[src/rtl/serial_io_shell_pkg.sv]
// serial_io_shell_pkg: frame sizing and saturating-count helpers shared by the shell.
package serial_io_shell_pkg;
  function automatic int words(input int width, input int lanes);
    return (width + lanes - 1) / lanes;
  endfunction
  function automatic int cnt_w(input int n_words);
    return $clog2(n_words + 1);
  endfunction
  function automatic int sat_inc(input int v, input int max);
    return (v >= max) ? max : v + 1;
  endfunction
endpackage

[src/rtl/serial_io_shell_if.sv]
// serial_io_shell_if: operand/control/result bundle between the shell (slave) and its driver (master).
// d/de/ctl: serial operand, load enable, control; qe/core_r: result capture.
// core_din/core_ctl/din_stb: latched operand to the core; frame_full, q: status and reduced pin.
interface serial_io_shell_if #(
  parameter int WIDTH = 32,
  parameter int LANES = 1,
  parameter int CTL_W = 2
);
  logic [LANES-1:0] d;
  logic             de;
  logic [CTL_W-1:0] ctl;
  logic             qe;
  logic [WIDTH-1:0] core_r;
  logic [WIDTH-1:0] core_din;
  logic [CTL_W-1:0] core_ctl;
  logic             din_stb;
  logic             frame_full;
  logic             q;
  modport master (output d, de, ctl, qe, core_r, input core_din, core_ctl, din_stb, frame_full, q);
  modport slave (input d, de, ctl, qe, core_r, output core_din, core_ctl, din_stb, frame_full, q);
endinterface

[src/rtl/serial_io_shell_deser.sv]
// serial_io_deser: LANES-wide shift register with frame counter and load strobe.
// i_d: newest group (lane 0 = LSB); i_de: external load; o_dd: pre-shift register;
// o_frame_full: WORDS groups since last load; o_ld: load strobe (external or auto).
module serial_io_deser import serial_io_shell_pkg::*; #(
  parameter int WIDTH     = 32,
  parameter int LANES     = 1,
  parameter int AUTO_LOAD = 0
) (
  input  logic             clk,
  input  logic             reset,
  input  logic [LANES-1:0] i_d,
  input  logic             i_de,
  output logic [WIDTH-1:0] o_dd,
  output logic             o_frame_full,
  output logic             o_ld
);
  localparam int WORDS = words(WIDTH, LANES);
  localparam int CNT_W = cnt_w(WORDS);
  logic [WIDTH-1:0] r_dd;
  logic [CNT_W-1:0] r_fill;
  logic [WIDTH-1:0] w_dd_nxt;
  // Bits above WIDTH fall off, so a non-multiple width truncates the oldest group.
  if (LANES == WIDTH) begin : g_full
    assign w_dd_nxt = i_d;
  end else begin : g_shift
    assign w_dd_nxt = {r_dd[WIDTH-1-LANES:0], i_d};
  end
  assign o_frame_full = r_fill == CNT_W'(WORDS);
  assign o_ld         = i_de | ((AUTO_LOAD != 0) & o_frame_full);
  assign o_dd         = r_dd;
  // A load restarts the count at 1: the group shifted in on the load cycle opens the next frame.
  always_ff @(posedge clk) begin
    if (reset) begin
      r_dd   <= '0;
      r_fill <= '0;
    end else begin
      r_dd   <= w_dd_nxt;
      r_fill <= o_ld ? CNT_W'(1) : CNT_W'(sat_inc(32'(r_fill), WORDS));
    end
  end
endmodule

[src/rtl/serial_io_shell.sv]
// serial_io_shell: pin-limited I/O wrapper feeding a wide core and reducing its result to one pin.
// clk, reset (sync, active-high); bus: serial_io_shell_if.slave carrying d/de/ctl/qe/core_r in and
// core_din/core_ctl/din_stb/frame_full/q out.
// SERIAL_IO_SHELL_SHIFT_OUT_EN: q shifts the captured result out LSB-first instead of OR-reducing it.
module serial_io_shell import serial_io_shell_pkg::*; #(
  parameter int WIDTH     = 32,
  parameter int LANES     = 1,
  parameter int CTL_W     = 2,
  parameter int AUTO_LOAD = 0
) (
  input logic           clk,
  input logic           reset,
  serial_io_shell_if.slave bus
);
  logic [WIDTH-1:0] w_dd;
  logic             w_ld;
  logic [WIDTH-1:0] r_din;
  logic [CTL_W-1:0] r_ctl;
  logic             r_stb;
  logic             r_q;
  // Kept so synthesis cannot trace the core away through the single output pin.
  (* keep = "true" *) logic [WIDTH-1:0] r_qq;
  serial_io_deser #(.WIDTH(WIDTH), .LANES(LANES), .AUTO_LOAD(AUTO_LOAD)) u_deser (
    .clk          (clk),
    .reset        (reset),
    .i_d          (bus.d),
    .i_de         (bus.de),
    .o_dd         (w_dd),
    .o_frame_full (bus.frame_full),
    .o_ld         (w_ld)
  );
  always_ff @(posedge clk) begin
    if (reset) begin
      r_din <= '0;
      r_ctl <= '0;
      r_stb <= 1'b0;
      r_qq  <= '0;
      r_q   <= 1'b0;
    end else begin
      if (w_ld) begin
        r_din <= w_dd;
        r_ctl <= bus.ctl;
      end
      r_stb <= w_ld;
`ifdef SERIAL_IO_SHELL_SHIFT_OUT_EN
      r_qq  <= bus.qe ? bus.core_r : r_qq >> 1;
      r_q   <= r_qq[0];
`else
      if (bus.qe) r_qq <= bus.core_r;
      r_q   <= |r_qq;
`endif
    end
  end
  assign bus.core_din = r_din;
  assign bus.core_ctl = r_ctl;
  assign bus.din_stb  = r_stb;
  assign bus.q        = r_q;
endmodule

[src/flat_wrapper.sv]
// flat-port wrapper written by rule: the top's interface ports become plain ports
module serial_io_shell_flat import serial_io_shell_pkg::*;
#(
  parameter int WIDTH     = 32,
  parameter int LANES     = 1,
  parameter int CTL_W     = 2,
  parameter int AUTO_LOAD = 0
)
  (clk, reset, bus_d, bus_de, bus_ctl, bus_qe, bus_core_r, bus_core_din, bus_core_ctl, bus_din_stb, bus_frame_full, bus_q);
  serial_io_shell_if #(.WIDTH(WIDTH), .LANES(LANES), .CTL_W(CTL_W)) bus_i ();
  input logic clk;
  input logic reset;
  input wire logic [$bits(bus_i.d)-1:0] bus_d;
  input wire logic [$bits(bus_i.de)-1:0] bus_de;
  input wire logic [$bits(bus_i.ctl)-1:0] bus_ctl;
  input wire logic [$bits(bus_i.qe)-1:0] bus_qe;
  input wire logic [$bits(bus_i.core_r)-1:0] bus_core_r;
  output wire logic [$bits(bus_i.core_din)-1:0] bus_core_din;
  output wire logic [$bits(bus_i.core_ctl)-1:0] bus_core_ctl;
  output wire logic [$bits(bus_i.din_stb)-1:0] bus_din_stb;
  output wire logic [$bits(bus_i.frame_full)-1:0] bus_frame_full;
  output wire logic [$bits(bus_i.q)-1:0] bus_q;
  assign bus_i.d = bus_d;
  assign bus_i.de = bus_de;
  assign bus_i.ctl = bus_ctl;
  assign bus_i.qe = bus_qe;
  assign bus_i.core_r = bus_core_r;
  assign bus_core_din = bus_i.core_din;
  assign bus_core_ctl = bus_i.core_ctl;
  assign bus_din_stb = bus_i.din_stb;
  assign bus_frame_full = bus_i.frame_full;
  assign bus_q = bus_i.q;
  serial_io_shell #(.WIDTH(WIDTH), .LANES(LANES), .CTL_W(CTL_W), .AUTO_LOAD(AUTO_LOAD)) u_core (.clk(clk), .reset(reset), .bus(bus_i));
endmodule
[config.mk]
export PLATFORM = sky130hd
export DESIGN_NAME = serial_io_shell_flat
export DESIGN_NICKNAME = d
export VERILOG_FILES = /design/src/rtl/serial_io_shell_pkg.sv /design/src/rtl/serial_io_shell_if.sv /design/src/rtl/serial_io_shell_deser.sv /design/src/rtl/serial_io_shell.sv /design/src/flat_wrapper.sv
export SDC_FILE = /design/constraint.sdc
export NUM_CORES = 1
export LEC_CHECK = 0
export BUFFER_PORTS_ARGS = -buffer_cell sky130_fd_sc_hd__buf_2
export CORE_MARGIN = 1.5
export CORE_UTILIZATION = 30
export CTS_CLUSTER_SIZE = 16
export DETAILED_ROUTE_END_ITERATION = 10
export PLACE_DENSITY = 0.57
export SLEW_MARGIN = 20
export SYNTH_ARGS = -nofsm -noshare
export SYNTH_HDL_FRONTEND = slang
export SYNTH_SLANG_ARGS = --single-unit
[constraint.sdc]
create_clock -name clk -period 1.11 [get_ports clk]
set_input_delay 0.111 -clock clk [delete_from_list [all_inputs] [get_ports clk]]
set_output_delay 0.111 -clock clk [all_outputs]
set_load 0.02 [all_outputs]
Word level (Yosys, flattened, before mapping)
Cells that the tools add are included.
{"block": "totals", "output_inout_bits": 37, "in_bits": 39, "wordCells": 17, "register_bits": 106}
{"block": "classes", "n_reduce_logical": 3, "n_mux": 2, "addsub": 1, "n_lt_le_gt_ge": 1, "n_eq_ne": 1}
{"op": "32-bit OR reduction", "count": 1}
{"op": "6-bit by 1-bit adder with 6-bit output, second input constant", "count": 1}
{"op": "6-bit == test, second input constant", "count": 1}
{"op": "6-bit greater-or-equal comparator, second input constant", "count": 1}
{"op": "6-bit 2-to-1 mux", "count": 1}
{"op": "3-bit OR reduction", "count": 1}
{"op": "2-bit OR reduction", "count": 1}
{"op": "1-bit 2-to-1 mux", "count": 1}

Depth between registers and ports, before layout
{"block": "depth", "ltp_word": 3, "mapped_depth": 4, "depth_no_buf": 4}

Cells and area by module
Synthesis repeated with hierarchy kept, for this count alone.
{"block": "unflattened", "cells_unflattened": 327, "hier_area_um2": 3706.1}
{"module": "serial_io_shell", "area_per_inst_um2": 2516.2, "cells_each": 228, "seq_area_each_um2": 1361.3, "n_inst": 1}
{"module": "serial_io_deser", "area_per_inst_um2": 1189.9, "cells_each": 99, "seq_area_each_um2": 760.7, "n_inst": 1}

Worst setup path after synthesis
Ideal clock, no wire load.
{"block": "synth_path", "path_type": "register to output", "startpoint": "reg u_core.u_deser.r_fill[0]", "endpoint": "out bus_frame_full", "n_path_buf": 0, "path_stages_with_launch": 4, "required_ns": 0.999, "arrival_time_ns": 0.832, "path_slack_ns": 0.167, "path_cell_list": "dfxtp_1 inv_1 ha_1 and4b_1"}
{"block": "synth_via", "elab_chain_cells": 1}
{"element": "start: declaration", "line": "serial_io_shell_deser.sv:20", "text": "logic [CNT_W-1:0] r_fill;"}
{"element": "start signal: assignment", "line": "serial_io_shell_deser.sv:38", "text": "r_fill <= o_ld ? CNT_W'(1) : CNT_W'(sat_inc(32'(r_fill), WORDS));"}
{"element": "6-bit == test", "line": "serial_io_shell_deser.sv:28", "text": "assign o_frame_full = r_fill == CNT_W'(WORDS);"}
{"element": "end: declaration", "line": "flat_wrapper.sv:21", "text": "output wire logic [$bits(bus_i.frame_full)-1:0] bus_frame_full;"}
Every way passes these cells.

Final worst setup path
Ends and elaborated chain as after synthesis.

==> impl_summary.txt <==
----------------------------------------------------
[Placed design]
  Post-Place Cell Area ... 4090 µm²
  Half-perimeter wire length of the detailed placement result ... 4330 µm
  Count of buffers from port buffering ... 75
  Post-Place Cells ... 529
  GP Congestion ... 0.715

[Floorplan]
  I/O pin count ... 76
  Initial Util ... 31.1%
  Y dimension of the die ... 112 µm
  Count of standard-cell rows ... 39
  Full die area ... 12600 µm²
  Core region area ... 11500 µm²
  X dimension of the die ... 112 µm

[Setup path]
  Top Family by Delay on Critical Path ... flip-flops
  Endpoint kind of the worst setup timing path ... output port
  Highest fanout seen on the critical path ... 2
  Cell type of the slowest stage on the worst timing path ... sky130_fd_sc_hd__dfxtp_2
  Arrival time reported for the critical path endpoint ... 1.17 ns
  Slowest cell delay on critical path ... 0.34 ns
  Crit Path Class ... reg -> out
  Count of buffering cells on the critical path with inverters included ... 2
  Data required time of the worst path ... 1.00 ns
  Kind of start point of the critical path ... register
  Crit-path cells ... inv_2, ha_4, and4b_1, buf_6

[Logic synthesis]
  Number of instances in the synthesized netlist ... 324
  EDFF count, synth ... 0
  Netlist area before placement ... 3580 µm²
  Cell types occupying the most area after synthesis ... sky130_fd_sc_hd__dfxtp_1 59%, sky130_fd_sc_hd__mux2i_1 18%, sky130_fd_sc_hd__nor2_1 7.8%
  Largest area contributor in the synthesized netlist ... sky130_fd_sc_hd__dfxtp_1
  Mean Syn Cell Area ... 11.0 µm²
  Number of library cell types mapped by synthesis ... 21
  Synthesis-stage register bit count ... 106
  Synth top cells by count ... 106 x sky130_fd_sc_hd__dfxtp_1, 74 x sky130_fd_sc_hd__nor2_1, 66 x sky130_fd_sc_hd__mux2i_1
  Synthesized netlist net count ... 365
  Count leader, synth ... sky130_fd_sc_hd__dfxtp_1
  Top cell type's share of synthesized area ... 59.3%
  Proportion of register bits with asynchronous set or reset after synthesis ... 0%
  Number of warnings issued by yosys ... 0
  Fraction of the yosys area taken by sequential cells ... 59.3%
  Most used flip-flop cell after synthesis ... sky130_fd_sc_hd__dfxtp_1

[STA]
  Final hold viol count ... 0
  Portion of the clock cycle consumed by the worst path in the final layout ... 115%
  Worst Skew ... 0.00602 ns
  Worst hold margin ... 0.00698 ns
  Fin. max-slew vios ... 0
  Unrepaired setup endpoints after global routing ... true
  Post-layout worst setup margin ... -0.170 ns
  Max-slew headroom ... 82.2%
  Shortest clock period the worst path allows after layout ... 1.28 ns
  Final setup violating endpoints ... 1
  Final total negative setup slack ... -0.170 ns
  Highest Clock Rate ... 781 MHz
  Actual transition at the worst max-transition pin ... 0.265 ns

[Finish]
  Layout cell share with drive strength beyond 1 ... 26.0%
  NumNets Final ... 451
  Antenna diode count ... 0
  Total non-filler cell area in the finished layout ... 4560 µm²
  Final std cells w/o fill ... 558
  Area growth syn-to-layout ... 27.5%

[Global route]
  Initial antenna violation count ... 0
  Overall track demand over capacity in global routing ... 11.2%
  Wire length of the first global-routing pass ... 11200 µm
  Vias in the first global route ... 2400
  Residual overflow from global routing ... 0
  Pin count of the biggest net entering global routing ... 61

[Pwr]
  Final Power ... 0.00751 W
  Peak VDD IR ... 1170 µV
  Leakage dissipation ... 2.10 nW
  Total power divided by cell area ... 1650 nW/µm²

[Clock tree]
  TritonCTS clock tree ... yes
  Clock latency reported for the late side of the worst-skew pair ... 0.34 ns
  Number of buffers on the longest clock path ... 2
  Sink count of the clock tree ... 106
  Root cell of the clock tree ... sky130_fd_sc_hd__clkbuf_16
  TritonCTS Buffers ... 9
  H-tree levels ... 3
  Clock transition at the registers of the reported paths ... 0.06 ns

[Detailed routing]
  Wire length per cell after detailed routing ... 11.8 µm
  Via count of the routed design ... 2425
  Final routed DRC violation total ... 0
  Count of TritonRoute iterations in the first routing pass ... 6
  Routed Antenna Nets ... 0
  First-iteration detailed-routing DRC count ... 97
  Via/cell ratio ... 4.35
  DRT Wirelength ... 6590 µm

[Status]
  Run status ... complete, but fails checks
  Violations in the final reports ... setup timing

[Run]
  Count of max-cap constraint violations ... 0

[Min path]
  Class of the tightest hold or removal check ... in -> reg

----------------------------------------------------
## placed cells by master (no fill, tap or decap), types with 2 or more instances in the layout
cell type	count
sky130_fd_sc_hd__buf_4	6
sky130_fd_sc_hd__nor2_1	74
sky130_fd_sc_hd__clkbuf_16	9
sky130_fd_sc_hd__clkinvlp_4	3
sky130_fd_sc_hd__nor4_2	3
sky130_fd_sc_hd__dlygate4sd3_1	11
sky130_fd_sc_hd__buf_2	73
sky130_fd_sc_hd__clkbuf_1	3
sky130_fd_sc_hd__inv_2	2
sky130_fd_sc_hd__buf_12	3
sky130_fd_sc_hd__ha_4	2
sky130_fd_sc_hd__dfxtp_1	102
sky130_fd_sc_hd__xor2_1	2
sky130_fd_sc_hd__mux2i_1	66
sky130_fd_sc_hd__nor2b_1	33
sky130_fd_sc_hd__nor4_1	5
sky130_fd_sc_hd__dfxtp_2	4
sky130_fd_sc_hd__and4_1	2
sky130_fd_sc_hd__nand3_1	2
## worst min-delay path: cells and delay by family
family / cells / cell delay, ns
AND/OR/NAND/NOR: 1 / 0.07
multiplexers: 1 / 0.05
buffers and inverters: 1 / 0.08
## through the flow
| step | worst slack [ns] | utilization, % |
|---|---|---|
| finish | -0.170 | 39.6 |
| global route | -0.224 | 39.6 |
| CTS | -0.190 | 39.3 |
| detailed placement | -0.0496 | 35.5 |
| global placement | -0.0237 | 35.5 |
| floorplan | 0.167 | - |
## final timing paths
path | startpoint | end | slack, ns | cells past startpoint
worst max-delay path | u_core.u_deser.r_fill[0] | bus_frame_full | -0.17 | 4
worst min-delay path | bus_core_r[27] | u_core.r_qq[27] | 0.007 | 3
worst max register to register | u_core.r_qq[30] | u_core.bus.q | 0.07 | 3
worst min register to register | u_core.u_deser.o_dd[13] | u_core.u_deser.o_dd[14] | 0.46 | 1
## kinds of logic after synthesis
logic type	Yosys count	share of synthesized area (%)
mux	66	18.5
flops	106	59.3
simple gates	123	16.6
fa+ha+maj	2	0.699
buf+inv	22	3.85
compound gates	2	0.315
xor+xnor	3	0.735
## where the power goes
group | switching (W) | total, W | internal, W | leakage, nW
clock network | 0.00132 | 0.00307 | 0.00175 | 0.129
registers | 0.0000498 | 0.00395 | 0.00390 | 0.864
logic | 0.000242 | 0.000491 | 0.000250 | 1.11
total | 0.00161 | 0.00751 | 0.00590 | 2.10
## final cells by class
class	count	area [µm²]
Clock inverter	4	52.6
Clock buffer	12	236
Tap cell	143	179
Timing Repair Buffer	94	592
Inverter	3	11.3
Sequential cell	106	2130
Fill cell	1171	6960
Multi-Input combinational cell	196	1360
## per-layer routing
layer / GRT usage (%) / up-vias / routed length (µm)
li1: - / 1240 / -
met1: 14.2 / 1109 / 3190
met2: 16.8 / 62 / 2780
met3: 4.81 / 14 / 520
met4: 4.30 / 0 / 100
met5: 0 / - / 0
## state kept, by name, summed over array words and instances (netlist names)
signal and count:
u_core.u_deser.r_fill 6, u_core.r_qq 32, u_core.bus.din_stb 1, u_core.bus.core_din 32, u_core.bus.core_ctl 2, u_core.u_deser.o_dd 32, u_core.bus.q 1
## what timing repair did
action	in CTS	in global routing
pin swaps	1	2
hold endpoints to repair	11	0
endpoints found under the setup margin	2	3
hold buffers	11	0
resized for setup	9	6
gates cloned	0	0
setup buffers	2	0
(Power assumes the default switching activity.)
